===== src/rtl/mem_access_unit_pkg.sv =====
// mem_access_unit_pkg
// Shared definitions for the memory-access unit: access-size encodings,
// controller state encoding, legal read-latency range and the alignment rule.
// No ports (package).
package mem_access_unit_pkg;

  // Access size encodings as delivered by the control unit.
  localparam logic [1:0] SZ_WORD = 2'b00;
  localparam logic [1:0] SZ_HALF = 2'b01;
  localparam logic [1:0] SZ_BYTE = 2'b10;
  localparam logic [1:0] SZ_RSVD = 2'b11;  // reserved, behaves as a word access

  // Legal memory read latency (cycles from address-valid to data-valid).
  localparam int MEM_LAT_MIN = 1;
  localparam int MEM_LAT_MAX = 4;
  // Wait counter holds MEM_LAT-1, so two bits cover the legal range.
  localparam int CNT_W = 2;

  typedef enum logic [2:0] {
    ST_IDLE,
    ST_REQ,
    ST_WAIT,
    ST_RMW_WR,
    ST_DONE
  } state_t;

  function automatic logic is_word(input logic [1:0] size);
    return (size == SZ_WORD) || (size == SZ_RSVD);
  endfunction

  // Halfwords need an even address, words (and the reserved size) need a
  // multiple of four; bytes are always aligned.
  function automatic logic is_misaligned(input logic [1:0] size, input logic [1:0] off);
    logic mis;
    case (size)
      SZ_HALF: mis = off[0];
      SZ_BYTE: mis = 1'b0;
      default: mis = (off != 2'b00);
    endcase
    return mis;
  endfunction

endpackage


===== src/rtl/mem_access_unit_if.sv =====
// mem_access_unit_if
// Bundles the request side (control unit), the memory side and the result
// side of the memory-access unit.
//   slave  : used by mem_access_unit (takes requests and read data, drives
//            memory address/write and the load result/status)
//   master : used by whatever plays control unit plus data memory
interface mem_access_unit_if;
  // request from the control unit
  logic        start;
  logic        we;
  logic [1:0]  size;
  logic        sign_ext;
  logic [31:0] addr;
  logic [31:0] wr_data;
  // data memory port
  logic [31:0] mem_addr;
  logic        mem_wr;
  logic [31:0] mem_wdata;
  logic [31:0] mem_rdata;
  // result / status
  logic [31:0] rd_data;
  logic        busy;
  logic        done;
  logic        misaligned;

  modport slave (
    input  start, we, size, sign_ext, addr, wr_data, mem_rdata,
    output mem_addr, mem_wr, mem_wdata, rd_data, busy, done, misaligned
  );

  modport master (
    output start, we, size, sign_ext, addr, wr_data, mem_rdata,
    input  mem_addr, mem_wr, mem_wdata, rd_data, busy, done, misaligned
  );
endinterface


===== src/rtl/mem_access_unit_lane_unit.sv =====
// lane_unit
// Purely combinational little-endian lane logic shared by the load path and
// the read-modify-write store path.
//   word      : 32-bit memory word being operated on
//   size      : access size (word / half / byte; reserved acts as word)
//   offset    : byte offset within the word (addr[1:0])
//   sign_ext  : 1 = sign-extend the extracted lane, 0 = zero-extend
//   wr_data   : right-justified store data
//   load_data : extracted and extended load value
//   merged    : word with the store lane replaced (wr_data for word stores)
module lane_unit
  import mem_access_unit_pkg::*;
(
  input  logic [31:0] word,
  input  logic [1:0]  size,
  input  logic [1:0]  offset,
  input  logic        sign_ext,
  input  logic [31:0] wr_data,
  output logic [31:0] load_data,
  output logic [31:0] merged
);

  logic [7:0]  byte_lane;
  logic [15:0] half_lane;

  always_comb begin
    byte_lane = word[{offset, 3'b000} +: 8];
    half_lane = offset[1] ? word[31:16] : word[15:0];
    load_data = word;
    merged    = wr_data;
    case (size)
      SZ_BYTE: begin
        load_data = {{24{sign_ext & byte_lane[7]}}, byte_lane};
        merged    = word;
        merged[{offset, 3'b000} +: 8] = wr_data[7:0];
      end
      SZ_HALF: begin
        load_data = {{16{sign_ext & half_lane[15]}}, half_lane};
        merged    = word;
        merged[{offset[1], 4'b0000} +: 16] = wr_data[15:0];
      end
      default: begin
      end
    endcase
  end

endmodule


===== src/rtl/mem_access_unit.sv =====
// mem_access_unit
// Sequential memory-access controller sitting after the IorD address mux.
// Performs word/half/byte loads with sign or zero extension, word stores
// directly and sub-word stores by read-modify-write; misaligned requests are
// answered with a done+misaligned pulse without touching memory.
//   clk   : system clock, rising edge
//   reset : asynchronous, active-high
//   bus   : mem_access_unit_if.slave (request, memory port, result/status)
// MEM_LAT is the memory read latency, legal range 1..4.
module mem_access_unit
  import mem_access_unit_pkg::*;
#(
  parameter int MEM_LAT = 1
) (
  input  logic               clk,
  input  logic               reset,
  mem_access_unit_if.slave   bus
);

  localparam logic [CNT_W-1:0] CNT_INIT = CNT_W'(MEM_LAT - 1);

  state_t            state_q, state_d;
  logic [CNT_W-1:0]  cnt_q, cnt_d;
  logic              we_q, we_d;
  logic [1:0]        size_q, size_d;
  logic              sext_q, sext_d;
  logic [1:0]        off_q, off_d;
  logic [31:0]       wr_data_q, wr_data_d;
  logic              mis_q, mis_d;
  logic [31:0]       data_q, data_d;
  logic [31:0]       rd_data_q, rd_data_d;
  logic [31:0]       mem_addr_q, mem_addr_d;

  logic [31:0]       lane_word;
  logic [31:0]       lane_load;
  logic [31:0]       lane_merged;

  // In WAIT the lane logic looks at the live read data so the load result can
  // be registered on the sampling edge; in RMW_WR it works on the captured word.
  assign lane_word = (state_q == ST_WAIT) ? bus.mem_rdata : data_q;

  lane_unit u_lane (
    .word      (lane_word),
    .size      (size_q),
    .offset    (off_q),
    .sign_ext  (sext_q),
    .wr_data   (wr_data_q),
    .load_data (lane_load),
    .merged    (lane_merged)
  );

  always_ff @(posedge clk or posedge reset) begin
    if (reset) begin
      state_q    <= ST_IDLE;
      cnt_q      <= '0;
      we_q       <= 1'b0;
      size_q     <= SZ_WORD;
      sext_q     <= 1'b0;
      off_q      <= 2'b00;
      wr_data_q  <= '0;
      mis_q      <= 1'b0;
      data_q     <= '0;
      rd_data_q  <= '0;
      mem_addr_q <= '0;
    end else begin
      state_q    <= state_d;
      cnt_q      <= cnt_d;
      we_q       <= we_d;
      size_q     <= size_d;
      sext_q     <= sext_d;
      off_q      <= off_d;
      wr_data_q  <= wr_data_d;
      mis_q      <= mis_d;
      data_q     <= data_d;
      rd_data_q  <= rd_data_d;
      mem_addr_q <= mem_addr_d;
    end
  end

  always_comb begin
    state_d    = state_q;
    cnt_d      = cnt_q;
    we_d       = we_q;
    size_d     = size_q;
    sext_d     = sext_q;
    off_d      = off_q;
    wr_data_d  = wr_data_q;
    mis_d      = mis_q;
    data_d     = data_q;
    rd_data_d  = rd_data_q;
    mem_addr_d = mem_addr_q;

    case (state_q)
      ST_IDLE: begin
        if (bus.start) begin
          we_d      = bus.we;
          size_d    = bus.size;
          sext_d    = bus.sign_ext;
          off_d     = bus.addr[1:0];
          wr_data_d = bus.wr_data;
          mis_d     = is_misaligned(bus.size, bus.addr[1:0]);
          if (mis_d) begin
            // mem_addr keeps its previous value: memory is not addressed.
            state_d = ST_DONE;
          end else begin
            // Registering the address here makes it valid from the first
            // cycle of REQ / RMW_WR and keeps it stable through DONE.
            mem_addr_d = {bus.addr[31:2], 2'b00};
            state_d    = (bus.we && is_word(bus.size)) ? ST_RMW_WR : ST_REQ;
          end
        end
      end
      ST_REQ: begin
        cnt_d   = CNT_INIT;
        state_d = ST_WAIT;
      end
      ST_WAIT: begin
        if (cnt_q == '0) begin
          data_d = bus.mem_rdata;
          if (we_q) begin
            state_d = ST_RMW_WR;
          end else begin
            rd_data_d = lane_load;
            state_d   = ST_DONE;
          end
        end else begin
          cnt_d = cnt_q - CNT_W'(1);
        end
      end
      ST_RMW_WR: state_d = ST_DONE;
      ST_DONE:   state_d = ST_IDLE;
      default:   state_d = ST_IDLE;
    endcase
  end

  assign bus.mem_addr   = mem_addr_q;
  assign bus.mem_wr     = (state_q == ST_RMW_WR);
  // Gated so the write bus is quiet except during the write cycle.
  assign bus.mem_wdata  = bus.mem_wr ? lane_merged : '0;
  assign bus.rd_data    = rd_data_q;
  assign bus.busy       = (state_q != ST_IDLE);
  assign bus.done       = (state_q == ST_DONE);
  assign bus.misaligned = (state_q == ST_DONE) && mis_q;

endmodule


===== src/flat_wrapper.sv =====
// flat-port wrapper written by rule: the top's interface ports become plain ports
module mem_access_unit_flat import mem_access_unit_pkg::*;
#(
  parameter int MEM_LAT = 1
)
  (clk, reset, bus_start, bus_we, bus_size, bus_sign_ext, bus_addr, bus_wr_data, bus_mem_rdata, bus_mem_addr, bus_mem_wr, bus_mem_wdata, bus_rd_data, bus_busy, bus_done, bus_misaligned);
  mem_access_unit_if bus_i ();
  input  logic clk;
  input  logic reset;
  input wire logic [$bits(bus_i.start)-1:0] bus_start;
  input wire logic [$bits(bus_i.we)-1:0] bus_we;
  input wire logic [$bits(bus_i.size)-1:0] bus_size;
  input wire logic [$bits(bus_i.sign_ext)-1:0] bus_sign_ext;
  input wire logic [$bits(bus_i.addr)-1:0] bus_addr;
  input wire logic [$bits(bus_i.wr_data)-1:0] bus_wr_data;
  input wire logic [$bits(bus_i.mem_rdata)-1:0] bus_mem_rdata;
  output wire logic [$bits(bus_i.mem_addr)-1:0] bus_mem_addr;
  output wire logic [$bits(bus_i.mem_wr)-1:0] bus_mem_wr;
  output wire logic [$bits(bus_i.mem_wdata)-1:0] bus_mem_wdata;
  output wire logic [$bits(bus_i.rd_data)-1:0] bus_rd_data;
  output wire logic [$bits(bus_i.busy)-1:0] bus_busy;
  output wire logic [$bits(bus_i.done)-1:0] bus_done;
  output wire logic [$bits(bus_i.misaligned)-1:0] bus_misaligned;
  assign bus_i.start = bus_start;
  assign bus_i.we = bus_we;
  assign bus_i.size = bus_size;
  assign bus_i.sign_ext = bus_sign_ext;
  assign bus_i.addr = bus_addr;
  assign bus_i.wr_data = bus_wr_data;
  assign bus_i.mem_rdata = bus_mem_rdata;
  assign bus_mem_addr = bus_i.mem_addr;
  assign bus_mem_wr = bus_i.mem_wr;
  assign bus_mem_wdata = bus_i.mem_wdata;
  assign bus_rd_data = bus_i.rd_data;
  assign bus_busy = bus_i.busy;
  assign bus_done = bus_i.done;
  assign bus_misaligned = bus_i.misaligned;
  mem_access_unit #(.MEM_LAT(MEM_LAT)) u_core (.clk(clk), .reset(reset), .bus(bus_i));
endmodule

===== config.mk =====
export PLATFORM = sky130hd
export DESIGN_NAME = mem_access_unit_flat
export DESIGN_NICKNAME = d
export VERILOG_FILES = /design/src/rtl/mem_access_unit_pkg.sv /design/src/rtl/mem_access_unit_if.sv /design/src/rtl/mem_access_unit_lane_unit.sv /design/src/rtl/mem_access_unit.sv /design/src/flat_wrapper.sv
export SDC_FILE = /design/constraint.sdc
export NUM_CORES = 1
export LEC_CHECK = 0
export CAP_MARGIN = 25
export CORE_MARGIN = 3
export CORE_UTILIZATION = 53
export DETAILED_ROUTE_END_ITERATION = 12
export PLACE_DENSITY = 0.89
export SYNTH_ARGS = -nofsm -noshare
export SYNTH_HDL_FRONTEND = slang
export SYNTH_SLANG_ARGS = --single-unit

===== constraint.sdc =====
create_clock -name clk -period 6.45 [get_ports clk]
set_input_delay 0.9675 -clock clk [delete_from_list [all_inputs] [get_ports clk]]
set_output_delay 0.9675 -clock clk [all_outputs]
set_load 0.02 [all_outputs]

==> summary.md, run 1 <==
| Metric | Value |
|---|---|
| GRT met3 Usage | `11.1%` |
| Post-synthesis cell area | `7510 µm²` |
| Remaining global-route overflow | `0` |
| Post-DP Area | `9520 µm²` |
| Max Cap Viol | `0` |
| Max VDD drop | `0.000410 V` |
| Clock Path Buffers | `2` |
| CP max stage delay | `0.93 ns` |
| Clock H-tree levels | `4` |
| FF+latch area | `3450 µm²` |
| Leakage | `4.17 nW` |
| Max-slew violation count | `0` |
| Setup TNS Final | `0 ns` |
| Crit-path max FO | `35` |
| Clock Sink Count | `138` |
| Net Sw Power | `2.52 mW` |
| Total Routing Usage GR | `31.8%` |
| Pwr dens | `570 nW/µm²` |
| Largest cells by area after synthesis | `dfrtp_1 (46%), mux2_2 (16%), nand2_1 (4.4%)` |
| Routability cong. | `0.977` |
| Hold_buf cts | `0` |
| Worst skew pair latency | `0.43 ns` |
| First-pass GRT wire length | `39400 µm` |
| Final-stage net count | `1031` |
| Flops & latches, synth | `138` |
| Die Width | `125 µm` |
| Total number of yosys warnings | `0` |
| Post-synthesis sequential area ratio | `46.0%` |
| CTS root buf | `clkbuf_16` |
| Area of the multi-input gates | `3720 µm²` |
| Sequential fraction of design power | `29.2%` |
| CTS Buf Count | `17` |
| WL final | `25100 µm` |
| Design Area, Final | `10100 µm²` |
| Routed vias/inst | `6.30` |
| Combinational cell fraction of total power | `53.1%` |
| Share of post-route cells with drive strength above 1 | `17.2%` |
| DIE HEIGHT | `125 µm` |
| Met2 usage | `50.0%` |
| Post-DP HPWL | `17300 µm` |
| Switching Share | `43.7%` |
| Floorplan row count | `42` |
| Initial antenna violation count | `0` |
| Power after layout | `5.77 mW` |
| Layout Utilization | `74.7%` |
| Area of the die | `15600 µm²` |
| Clock power frac | `17.6%` |
| Internal | `3.25 mW` |
| Final Critical Period | `4.73 ns` |
| Required time worst endpoint | `5.48 ns` |
| Area Overhead vs Synth | `35.0%` |
| Diode count | `0` |
| Post-synthesis cell count | `749` |
| Status | `completed` |
| Number of flops mapped to enable cells by yosys | `0` |
| CTS tree | `done` |
| Actual slew at the worst max-slew pin | `1.10 ns` |
| Fillcell total | `915` |
| Via count | `6975` |
| Final hold viol count | `0` |
| Clock slew at reported path FFs | `0.06 ns` |
| CTS resizes | `0` |
| Arr. time, crit path | `3.77 ns` |
| DRC | `0` |
| Async S/R FF share, synth | `100%` |
| Max_slew headroom | `26.6%` |
| Slowest CP cell | `nor4bb_1` |
| Core footprint | `13600 µm²` |
| Area leader, netlist | `dfrtp_1` |
| M1 GR Usage | `40.3%` |
| Post-CTS Setup Repair Bufs | `0` |
| Largest net degree at the start of global routing | `87` |
| Top-count cell post-synth | `dfrtp_1` |
| Part of the cycle the worst path needs | `73.4%` |
| WL/cell | `22.6 µm` |
| Synth Flop Type | `dfrtp_1` |
| RSZ-0062 raised after global routing | `false` |
| Mapped Avg Cell Area | `10.0 µm²` |
| Cell variety after synth | `54` |
| Top cells by count, synth | `dfrtp_1 (138), mux2_2 (106), nand2_1 (88)` |
| Endpoints failing setup | `0` |
| Vias in the first global route | `7063` |
| Most Used Layer, Global Route | `met2` |
| CP Cell Sequence | `buf_4, inv_1, ha_1, nor4bb_1, nand2_1, o21ai_0, a211oi_1, nor2_1, clkdlybuf4s50_1` |
| I/O pin total | `203` |
| Worst Skew | `0.00798 ns` |
| ANT nets after route | `0` |
| TritonRoute pass-1 iters | `6` |
| Kind of critical path | `reg -> out` |
| CP endpoint kind | `primary output` |
| Initial DRC Count | `947` |
| Peak Freq | `0.211 GHz` |
| Worst hold path class | `reg -> reg` |
| Top cell type's share of synthesized area | `46.0%` |
| Port Buffers | `200` |
| Initial Util | `55.4%` |
| CP Launch Type | `register` |
-- critical path: cells and delay by family, from the launching register on --
family,cells,cell delay [ns]
buffers and inverters,3,1.21
AND/OR/NAND/NOR,3,1.18
adder cells (fa/ha/maj),1,0.39
flip-flops,1,0.32
AO/OA/AOI/OAI,2,0.23
-- per-layer routing --
layer	part of all wire, %	vias to the layer above
met3	12	102
met1	38	3318
met5	0	-
met2	46	533
li1	-	3022
met4	4.1	0
-- sequential cells by signal, summed over array words and instances (netlist names) --
register,count
u_core.sext_q,1
u_core.bus.mem_addr,30
u_core.mis_q,1
u_core.off_q,2
u_core.wr_data_q,32
u_core.state_q,3
u_core.we_q,1
u_core.data_q,32
u_core.size_q,2
u_core.cnt_q,2
u_core.bus.rd_data,32
-- layout make-up --
cell class                 instances  share of cell area (%)
multi-input combinational        537                    36.7
sequential                       138                    34.1
timing repair buffer             209                    20.4
clock buffer                      19                    4.37
tap                              176                    2.17
clock inverter                    13                    1.64
inverter                          16                   0.642
-- logic make-up after synthesis --
group / count (synthesis) / share of synthesized area [%]
AOI/OAI and AO/OA: 208 / 17.5
adders and majority gates: 9 / 1.50
muxes: 127 / 18.9
other: 1 / 0.0500
buffers and inverters: 75 / 4.58
and+or+nand+nor: 191 / 11.5
DFF: 138 / 46.0
-- worst paths after layout --
path / startpoint / end / slack [ns] / cells past startpoint
setup / recovery: u_core.off_q[1] / bus_mem_wdata[30] / 1.72 / 9
hold / removal: u_core.mis_q / u_core.mis_q / 0.50 / 1
hold reg to reg: u_core.mis_q / u_core.mis_q / 0.50 / 1
setup reg to reg: u_core.state_q[0] / u_core.bus.rd_data[16] / 2.95 / 5
max in group asynchronous: reset / u_core.bus.rd_data[17] / 4.22 / 3
min in group asynchronous: reset / u_core.bus.mem_addr[19] / 1.07 / 2
-- per-stage QoR --
step | worst slack [ns] | hold WS, ns | cells
floorplan | 1.79 | 0.457 | 750
global placement | 2.26 | 0.470 | 1076
detailed placement | 2.29 | 0.479 | 1076
CTS | 1.80 | 0.492 | 1108
global route | 1.43 | 0.509 | 1108
finish | 1.72 | 0.497 | 1108
-- placed cells by master (no fill, tap or decap), types with 3 or more instances in the layout --
cell type        Yosys  final
inv_6                0      4
a21o_1               5      5
a211oi_1            24     24
nor2_1              59     58
buf_4                3      9
bufinv_16            0      3
o211ai_1             6      6
inv_1               16     15
o32ai_1              6      6
nor4bb_1             3      3
clkinvlp_4           0      3
a21oi_1             59     59
mux2_2             106    106
clkbuf_16            0     17
o41ai_1              6      6
or3_1                9      9
a221oi_1             7      7
ha_1                 9      9
nand2_1             88     88
mux2i_1             20     20
a22o_1              11     11
o21ai_0             61     61
nor3_1               4      4
a22oi_1              9      9
nand2b_1            11     11
dfrtp_1            138    138
clkdlybuf4s50_1      0    200
-- power groups by stage --
stage          clock, mW  combinational [mW]  sequential (mW)
3_5_place_dp           0                2.97             1.67
2_1_floorplan          0                1.79             1.77
5_1_grt             1.06                3.27             1.72
6_report            1.02                3.07             1.69
4_1_cts             1.02                3.01             1.66
3_3_place_gp           0                2.92             1.64
Power figures use the tool's default switching activity.
==> run 2: changes to the inputs <==
CORE_UTILIZATION = 49   (was 53)
PLACE_DENSITY = 0.83   (was 0.89)
clock period = 4.7 ns   (was 6.45 ns; I/O delays follow)
==> summary.md, run 2 (synthesis gave the netlist of run 1 again) <==
| Metric | Value |
|---|---|
| Hold_ws | `0.485 ns` |
| Most frequent cells in the layout | `clkdlybuf4s50_1 (200), dfrtp_1 (138), mux2_2 (106), nand2_1 (88), o21ai_0 (61)` |
| Arr. time, crit path | `3.60 ns` |
| Port Buffers | `200` |
| CP endpoint kind | `primary output` |
| Actual slew at the worst max-slew pin | `0.931 ns` |
| CTS tree | `done` |
| Most common cell after layout, fill and taps aside | `clkdlybuf4s50_1` |
| Final-stage net count | `1039` |
| Worst Skew | `0.00992 ns` |
| Part of the cycle the worst path needs | `91.6%` |
| Largest net degree at the start of global routing | `102` |
| DRC | `0` |
| Total Routing Usage GR | `28.9%` |
| Area Overhead vs Synth | `36.4%` |
| WL/cell | `21.6 µm` |
| Initial DRC Count | `896` |
| Pwr dens | `782 nW/µm²` |
| Max Cap Viol | `0` |
| TritonRoute pass-1 iters | `6` |
| Vias in the first global route | `6878` |
| Final WS setup | `0.393 ns` |
| Clock slew at reported path FFs | `0.05 ns` |
| Clock Sink Count | `138` |
| Layout Utilization | `69.4%` |
| CP Launch Type | `register` |
| Via count | `6968` |
| I/O pin total | `203` |
| Max-slew violation count | `0` |
| Setup TNS Final | `0 ns` |
| RSZ-0062 raised after global routing | `false` |
| Routability cong. | `0.933` |
| Crit-path max FO | `32` |
| Leakage | `4.22 nW` |
| Area of the die | `16800 µm²` |
| R2r setup slk | `1.49 ns` |
| Die Width | `130 µm` |
| Initial antenna violation count | `0` |
| First-pass GRT wire length | `37200 µm` |
| WL final | `24200 µm` |
| Max_slew headroom | `37.9%` |
| Endpoints failing setup | `0` |
| Final Critical Period | `4.31 ns` |
| Share of post-route cells with drive strength above 1 | `17.8%` |
| Required time worst endpoint | `3.99 ns` |
| Peak Freq | `0.232 GHz` |
| Floorplan row count | `44` |
| Remaining global-route overflow | `0` |
| Worst skew pair latency | `0.43 ns` |
| Clock H-tree levels | `4` |
| Kind of critical path | `reg -> out` |
| Status | `completed` |
| Pre-CTS WS | `0.942 ns` |
| Clock Path Buffers | `2` |
| CTS root buf | `clkbuf_16` |
| Routed vias/inst | `6.21` |
| DIE HEIGHT | `130 µm` |
| Post-CTS Setup Repair Bufs | `0` |
| Diode count | `0` |
| Worst hold path class | `reg -> reg` |
| CTS Buf Count | `17` |
| Final cell count without fillers | `1122` |
| CTS resizes | `0` |
| Placed Cells | `1092` |
| ANT nets after route | `0` |
| Core footprint | `14800 µm²` |
| Initial Util | `50.9%` |
| Max VDD drop | `0.000495 V` |
| Hold_buf cts | `0` |
| Post-DP HPWL | `17300 µm` |
| Final hold viol count | `0` |
## run 2: path summary, 6_finish.rpt
check | start | to | depth (start not counted)
worst max-delay path | u_core.state_q[0] | bus_mem_wdata[17] | 6
max in group asynchronous | reset | u_core.bus.rd_data[14] | 3
worst min-delay path | u_core.mis_q | u_core.mis_q | 1
worst max register to register | u_core.state_q[0] | u_core.bus.rd_data[28] | 7
worst min register to register | u_core.mis_q | u_core.mis_q | 1
min in group asynchronous | reset | u_core.wr_data_q[17] | 2
## run 2: worst max-delay path, cell delays in order (launching register included)
cell and delay [ns]:
dfrtp_1 0.52, or3b_2 0.90, mux2i_1 0.62, o21ai_0 0.18, a211oi_1 0.32, nor2_1 0.07
clkdlybuf4s50_1 0.55
## run 2: power breakdown
group	switching [mW]	internal, mW
Combinational	2.41	1.85
Clock	0.520	0.941
Sequential	0.491	1.79
Total	3.43	4.58
## run 2: layout make-up
class	instances	area, µm²
Tap cell	184	230
Timing Repair Buffer	217	2130
Clock inverter	9	160
Clock buffer	21	480
Inverter	16	65.1
Fill cell	1123	4520
Sequential cell	138	3450
Multi-Input combinational cell	537	3720
## run 2: routing by layer
layer	track usage, %	part of all wire [%]	vias to the layer above
met1	37.8	39	3354
met2	44.8	45	485
met3	10.5	12	83
li1	-	-	3046
met5	0	0	-
met4	9.78	3.3	0
## run 2: stage by stage
stage / instance area, µm² / power, mW
after floorplan: 7510 / 4.90
after global placement: 9590 / 6.32
after detailed placement: 9590 / 6.42
after CTS: 10200 / 7.92
after global routing: 10200 / 8.40
final: 10200 / 8.01
